File: config.mk
export PLATFORM = sky130hd
export DESIGN_NAME = updown_counter_ctrl
export DESIGN_NICKNAME = d
export VERILOG_FILES = /design/src/rtl/updown_counter_ctrl.sv
export SDC_FILE = /design/constraint.sdc
export NUM_CORES = 1
export LEC_CHECK = 0
export CAP_MARGIN = 10
export CORE_MARGIN = 1.5
export CORE_UTILIZATION = 57
export CTS_CLUSTER_DIAMETER = 200
export CTS_CLUSTER_SIZE = 20
export DETAILED_ROUTE_END_ITERATION = 16
export PLACE_DENSITY = 0.9
export SYNTH_ARGS = -nofsm -noshare
export SYNTH_HDL_FRONTEND = slang
export SYNTH_SLANG_ARGS = --single-unit
File: constraint.sdc
create_clock -name clk -period 4.6 [get_ports clk]
set_clock_uncertainty 0.15 [all_clocks]
set_input_delay 0.92 -clock clk [delete_from_list [all_inputs] [get_ports clk]]
set_output_delay 0.92 -clock clk [all_outputs]
set_load 0.02 [all_outputs]
File: src/rtl/updown_counter_ctrl.sv
// rtl/updown_counter_ctrl.sv - windowed up/down counter with programmable step, wrap or saturate
// Count window is [min_value, max_value]; all step arithmetic is one bit wider than the count.
module updown_counter_ctrl #(
  parameter int WIDTH      = 8,
  parameter int STEP_WIDTH = 4
) (
  input  logic                  clk,
  input  logic                  reset,
  input  logic                  load,
  input  logic [WIDTH-1:0]      load_value,
  input  logic                  enable,
  input  logic                  up,
  input  logic                  down,
  input  logic [STEP_WIDTH-1:0] step,
  input  logic [WIDTH-1:0]      min_value,
  input  logic [WIDTH-1:0]      max_value,
  input  logic                  wrap_mode,
  input  logic                  clear_flags,
  output logic [WIDTH-1:0]      count,
  output logic                  at_max,
  output logic                  at_min,
  output logic                  wrap_pulse,
  output logic                  sat_sticky,
  output logic                  cfg_err
);

  localparam int EW = WIDTH + 1;

  logic [WIDTH-1:0] count_q, count_d;
  logic             wrap_q, wrap_d;
  logic             sat_q, sat_d;
  logic             cfg_q, cfg_d;

  logic [EW-1:0]    step_x, cnt_x, min_x, max_x, sum_x, floor_x;
  logic [WIDTH-1:0] load_clamped;
  logic             step_active, sat_set;

  assign step_x  = {{(EW-STEP_WIDTH){1'b0}}, step};
  assign cnt_x   = {1'b0, count_q};
  assign min_x   = {1'b0, min_value};
  assign max_x   = {1'b0, max_value};
  assign sum_x   = cnt_x + step_x;
  assign floor_x = min_x + step_x;

  assign cfg_d       = (min_value > max_value);
  assign step_active = enable & (up ^ down) & (step != '0);

  assign load_clamped = (load_value < min_value) ? min_value :
                        (load_value > max_value) ? max_value : load_value;

  always_comb begin
    count_d = count_q;
    wrap_d  = 1'b0;
    sat_set = 1'b0;
    if (cfg_d) begin
      count_d = count_q;
    end else if (load) begin
      count_d = load_clamped;
    end else if (step_active) begin
      // An out-of-window count is pulled back to the nearest bound silently.
      if (count_q > max_value) begin
        count_d = max_value;
      end else if (count_q < min_value) begin
        count_d = min_value;
      end else if (up) begin
        if (sum_x <= max_x) begin
          count_d = sum_x[WIDTH-1:0];
        end else if (wrap_mode) begin
          count_d = min_value;
          wrap_d  = 1'b1;
        end else begin
          count_d = max_value;
          sat_set = 1'b1;
        end
      end else begin
        if (cnt_x >= floor_x) begin
          count_d = count_q - step_x[WIDTH-1:0];
        end else if (wrap_mode) begin
          count_d = max_value;
          wrap_d  = 1'b1;
        end else begin
          count_d = min_value;
          sat_set = 1'b1;
        end
      end
    end
  end

  always_comb begin
    sat_d = sat_q;
    if (!cfg_d && load) begin
      sat_d = 1'b0;
    end else if (sat_set) begin
      sat_d = 1'b1;
    end else if (clear_flags) begin
      sat_d = 1'b0;
    end
  end

  always_ff @(posedge clk or negedge reset) begin
    if (!reset) begin
      count_q <= '0;
      wrap_q  <= 1'b0;
      sat_q   <= 1'b0;
      cfg_q   <= 1'b0;
    end else begin
      count_q <= count_d;
      wrap_q  <= wrap_d;
      sat_q   <= sat_d;
      cfg_q   <= cfg_d;
    end
  end

  assign count      = count_q;
  assign at_max     = (count_q == max_value);
  assign at_min     = (count_q == min_value);
  assign wrap_pulse = wrap_q;
  assign sat_sticky = sat_q;
  assign cfg_err    = cfg_q;

endmodule

# ---- Word-level counts from Yosys, hierarchy flattened
# Cells that the tools add are included.
dict set report word_totals {
  ff_bits 11
  in_bits 36
  output_inout_bits 13
  wordCells 58
}
dict set report op_classes {
  add_sub_neg 3
  order_cmp 7
  n_eq_ne 2
  muxes 32
  n_bitwise 4
  n_reduce_logical 6
}
# cell n
set ops {}
lappend ops {{8-bit 2-to-1 mux} 11}
lappend ops {{8-bit > comparator} 3}
lappend ops {{1-bit 2-to-1 mux} 21}
lappend ops {{8-bit by 4-bit adder with 9-bit output} 2}
lappend ops {{8-bit equality test} 2}
lappend ops {{8-bit < comparator} 2}
lappend ops {{8-bit by 9-bit greater-or-equal comparator with 1-bit output} 1}
lappend ops {{9-bit by 8-bit <= comparator with 1-bit output} 1}
lappend ops {{8-bit by 4-bit subtractor with 8-bit output} 1}
lappend ops {{4-bit nonzero test} 1}
lappend ops {{3-bit nonzero test} 1}
lappend ops {{1-bit bitwise AND} 2}
lappend ops {{2-bit AND reduction} 1}
lappend ops {{2-bit nonzero test} 1}
lappend ops {{1-bit logical AND} 1}
lappend ops {{1-bit logical NOT} 1}
lappend ops {{1-bit inverter} 1}
lappend ops {{1-bit bitwise XOR} 1}

# ---- Depth between registers and ports, before layout
dict set report depth {
  depth_word 11
  depth_mapped 16
  mapped_depth_nobuf 16
}

# ---- Worst setup path before layout
# OpenSTA, ideal clock, no wires.
dict set report synth_timing {
  path_kind {input-to-reg}
  startpoint {input port step[0]}
  endpoint {register count_q[6] (netlist: count[6])}
  setup_time_ns 0.121
  arrival_ns 3.745
  required_ns 4.329
  slack_ns 0.584
  path_stages 14
  n_path_buf 0
  path_cell_list {ha_1 > inv_1 > fa_1 > or2_1 > a211oi_2 > xor2_1 > ha_1 > a211oi_1 > nand2_1 > o211a_1 > or3_1 > a32oi_1 > a211oi_1 > o22a_1}
}
dict set report synth_via {
  elab_chain_len 8
  elab_cells_between_ends 16
  classes_between {add/sub: 3; order compare: 2; mux: 7; bitwise: 1; reduce/logical: 3}
}
# item line_no
set synth_lines {}
lappend synth_lines {{start, declared} 14} ;# input logic [STEP_WIDTH-1:0] step,
lappend synth_lines {{8-bit by 4-bit adder with 9-bit output, on equally long branches} {43, 42}}
lappend synth_lines {{8-bit by 9-bit greater-or-equal comparator with 1-bit output / 9-bit by 8-bit <= comparator with 1-bit output (equally long branches)} {76, 66}}
lappend synth_lines {{8-bit 2-to-1 mux, on equally long branches} {76, 66}}
lappend synth_lines {{8-bit 2-to-1 mux} 65} ;# end else if (up) begin
lappend synth_lines {{8-bit 2-to-1 mux} 63} ;# end else if (count_q < min_value) begin
lappend synth_lines {{8-bit 2-to-1 mux} 61} ;# if (count_q > max_value) begin
lappend synth_lines {{8-bit 2-to-1 mux} 59} ;# end else if (step_active) begin
lappend synth_lines {{8-bit 2-to-1 mux} 57} ;# end else if (load) begin
lappend synth_lines {{end signal, assigned} 107} ;# count_q <= count_d;
lappend synth_lines {{end, declared} 29} ;# logic [WIDTH-1:0] count_q, count_d;
# Several ways; a longest one is shown, not always the timed one. The select of a mux whose other input is x is not followed.
# A chain may end at the register's enable or synchronous reset.

# ---- Final worst setup path
dict set report layout_timing {
  startpoint {input port min_value[2]}
  endpoint {register count_q[4] (netlist: count[4])}
}
dict set report layout_via {
  elab_chain_len 8
  elab_cells_between_ends 14
  classes_between {add/sub: 1; order compare: 4; mux: 7; bitwise: 1; reduce/logical: 1}
}
# item line_no
set layout_lines {}
lappend layout_lines {{start, declared} 15} ;# input logic [WIDTH-1:0] min_value,
lappend layout_lines {{8-bit by 4-bit adder with 9-bit output} 43} ;# assign floor_x = min_x + step_x;
lappend layout_lines {{8-bit by 9-bit greater-or-equal comparator with 1-bit output} 76} ;# if (cnt_x >= floor_x) begin
lappend layout_lines {{8-bit 2-to-1 mux} 76}
lappend layout_lines {{8-bit 2-to-1 mux} 65}
lappend layout_lines {{8-bit 2-to-1 mux} 63}
lappend layout_lines {{8-bit 2-to-1 mux} 61}
lappend layout_lines {{8-bit 2-to-1 mux} 59}
lappend layout_lines {{8-bit 2-to-1 mux} 57}
# Several ways; a longest one is shown, not always the timed one. The select of a mux whose other input is x is not followed.

==> flow_summary_export.csv <==
group,metric,value,unit
setup_path,cp.required,4.56,ns
sta,finalHoldViolCount,0,
detailed_routing,drcViolationCount,0,
floorplan,ios,49,
floorplan,core,5608,um^2
grt,grt_pass1_wl,20.28,mm
floorplan,die-area,6373,um^2
sta,slew_headroom,61.28,%
power,powerDensity,465.8,nW/um^2
setup_path,cp-end-kind,"flop",
setup_path,crit_arrival,4.47,ns
power,cellLeakagePower,1.972,nW
synthesis,synth_area_leader_cell,"ha_1",
layout,diodes,0,
setup_path,critPathMaxFanout,4,
synthesis,mappedNetlistArea,3364,um^2
floorplan,die_h,79.83,um
outcome,outcome,"finished clean",
layout,layout.cells.non_filler,575,
layout,utilization,75.97,%
sta,setup_violations,0,
setup_path,reg2reg_slack,0.72,ns
place,routabilityCongestion,1.073,
detailed_routing,via_count,4035,
synthesis,synth_cell_types,75,
power,total_power,1.985,mW
floorplan,die_w,79.83,um
synthesis,synth_top_area_share,24.92,%
clocking,clk_pin_slew_worst_paths,0.06,ns
clocking,insertion_delay,0.24,ns
sta,fmax,0.2216,GHz
synthesis,synth.net_count,531,
sta,min_period_over_period,98.10,%
synthesis,yosys_register_bits,11,
synthesis,syn_area_per_cell,7.916,um^2
worst_hold_path,hold_path.class,"reg2reg",
power,vdd_drop_max,0.0002582,V
layout,n_fill_cell,423,
clocking,clock-sinks,11,
grt,grt_overflow,0,
layout,nets,610,
sta,period_minus_slack,4.513,ns
layout,area_delta_synth_final,26.63,%
grt,grtUsageTotal,41.95,%
synthesis,synth_cells,425,
detailed_routing,drt-initial-drc-count,397,
clocking,cts_tree,"done",
place,portBuffers,48,
detailed_routing,finalWirelength,13.13,mm
floorplan,initial_core_util,60.00,%
layout,drive_gt1_share,15.51,%
place,placed_cell_area,4145,um^2
sta,worst_pin_slew,0.5790,ns
floorplan,rows,27,
synthesis,ys.flop_type,"dfrtp_1",
synthesis,synth.most_common_cell,"ha_1",
setup_path,worstSetupPathType,"in2reg",
clocking,htreeDepth,1,
run,max_cap_violations,0,
sta,drv_slew,0,
grt,grt_max_degree,30,
detailed_routing,drtAntennaViolNets,0,
setup_path,cp-start-kind,"input port",
clocking,numCtsBuffers,3,
detailed_routing,viasPerCell,7.017,
clocking,ctsLongestPathBuffers,2,
synthesis,yosysWarnings,0,
grt,antenna_found_initial,0,
synthesis,async_flop_share,100.0,%
synthesis,synth_edf_count,0,
synthesis,yosysSeqAreaShare,8.181,%
layout,postLayoutCellArea,4260,um^2
place,dp_cells,570,
clocking,cts_root_buffer,"clkbuf_8",
detailed_routing,wl_per_cell,22.84,um
grt,grt_pass1_vias,3912,
synthesis,netlist_top_cells_count,"ha_1 (67), a21oi_1 (32), inv_1 (29)",
synthesis,synth.area.top_cells,"ha_1 (25%), dfrtp_1 (8.2%), a21oi_1 (4.8%)",
place,dpl.hpwl,10.36,mm
detailed_routing,dr.pass1.iters,5,
==> sequential cells by signal, indices dropped and copies added, names as in the netlist <==
name	flops
sat_sticky	1
wrap_pulse	1
cfg_err	1
count	8
==> routing by layer <==
metal / vias to the layer above / wire length [um] / GRT usage (%)
met5: - / 0 / 0
met4: 0 / 688 / 18.10
met3: 68 / 1510 / 8.229
met2: 305 / 5921 / 68.64
met1: 1864 / 5013 / 53.26
li1: 1798 / - / -
==> cell families (layout without fill, tap and decap cells) <==
family	after synthesis	count (layout)	share of synthesized area, %
adder cells (fa/ha/maj)	70	70	26.70
flip-flops	11	11	8.181
AO/OA/AOI/OAI	157	157	34.07
XOR/XNOR	16	16	4.165
multiplexers	9	9	2.715
AND/OR/NAND/NOR	114	114	17.93
buffers and inverters	48	126	6.247
==> timing repair <==
item | CTS | global route
setup endpoints to repair | 1 | 8
hold buffers | 0 | 0
gates resized for setup | 1 | 15
setup buffers | 0 | 1
pin swaps | 0 | 10
==> area by class of cell <==
type                    instances  area [um^2]  share of cell area (%)
repair buffers                 88        784.5                   18.41
clock buffers                   4        45.04                   1.057
flip-flops and latches         11        275.3                   6.461
multi-input cells             366         2938                   68.96
well taps                      72        90.09                   2.115
inverters                      34        127.6                   2.996
==> path summary, 6_finish.rpt <==
check / startpoint / endpoint / cells past startpoint
worst min-delay path: sat_sticky / sat_sticky / 2
max in group asynchronous: reset / count[0] / 1
worst max register to register: count[0] / count[6] / 14
worst min register to register: sat_sticky / sat_sticky / 2
min in group asynchronous: reset / count[1] / 1
worst max-delay path: min_value[2] / count[4] / 17
==> worst max-delay path, cell delays in order <==
cell and delay [ns]:
clkdlybuf4s50_1 0.43, ha_1 0.32, nor2b_1 0.14, o21a_1 0.20, or2_2 0.29, and3_4 0.19
xnor2_2 0.13, ha_1 0.32, a21o_1 0.20, a221oi_2 0.28, o21a_1 0.25, buf_4 0.14
buf_4 0.11, o221ai_1 0.12, o211ai_1 0.16, o31a_1 0.18, o211ai_1 0.08
==> through the flow <==
step	hold slack, ns	setup WS [ns]	setup TNS [ns]
2_1_floorplan	0.4744	0.5840	0
3_3_place_gp	0.3923	-0.1029	-0.4258
3_5_place_dp	0.4176	-0.2193	-1.487
4_1_cts	0.4257	0.08789	0
5_1_grt	0.4637	-0.01744	-0.02944
6_report	0.4370	0.08737	0
==> cell usage in the layout, fill, tap and decap left out, types with 5 or more instances in the layout <==
cell	n
o221ai_1	6
nand2_1	24
inv_1	28
buf_4	40
o21ai_0	19
a21oi_1	30
nand3_1	20
a21o_1	12
ha_1	66
nand2b_1	8
xor2_1	8
a211oi_1	5
o211ai_1	12
dfrtp_1	11
nand4_1	7
nor2b_1	6
o21a_1	5
xnor2_1	7
nor2_1	19
mux2i_1	8
o21ai_1	9
clkdlybuf4s50_1	45
==> power by group <==
part | total (mW) | internal, mW | switching [mW]
Sequential | 0.229 | 0.128 | 0.101
Combinational | 1.65 | 0.726 | 0.928
Clock | 0.102 | 0.0611 | 0.0406
Note: power is estimated with default switching activity, not from simulation.
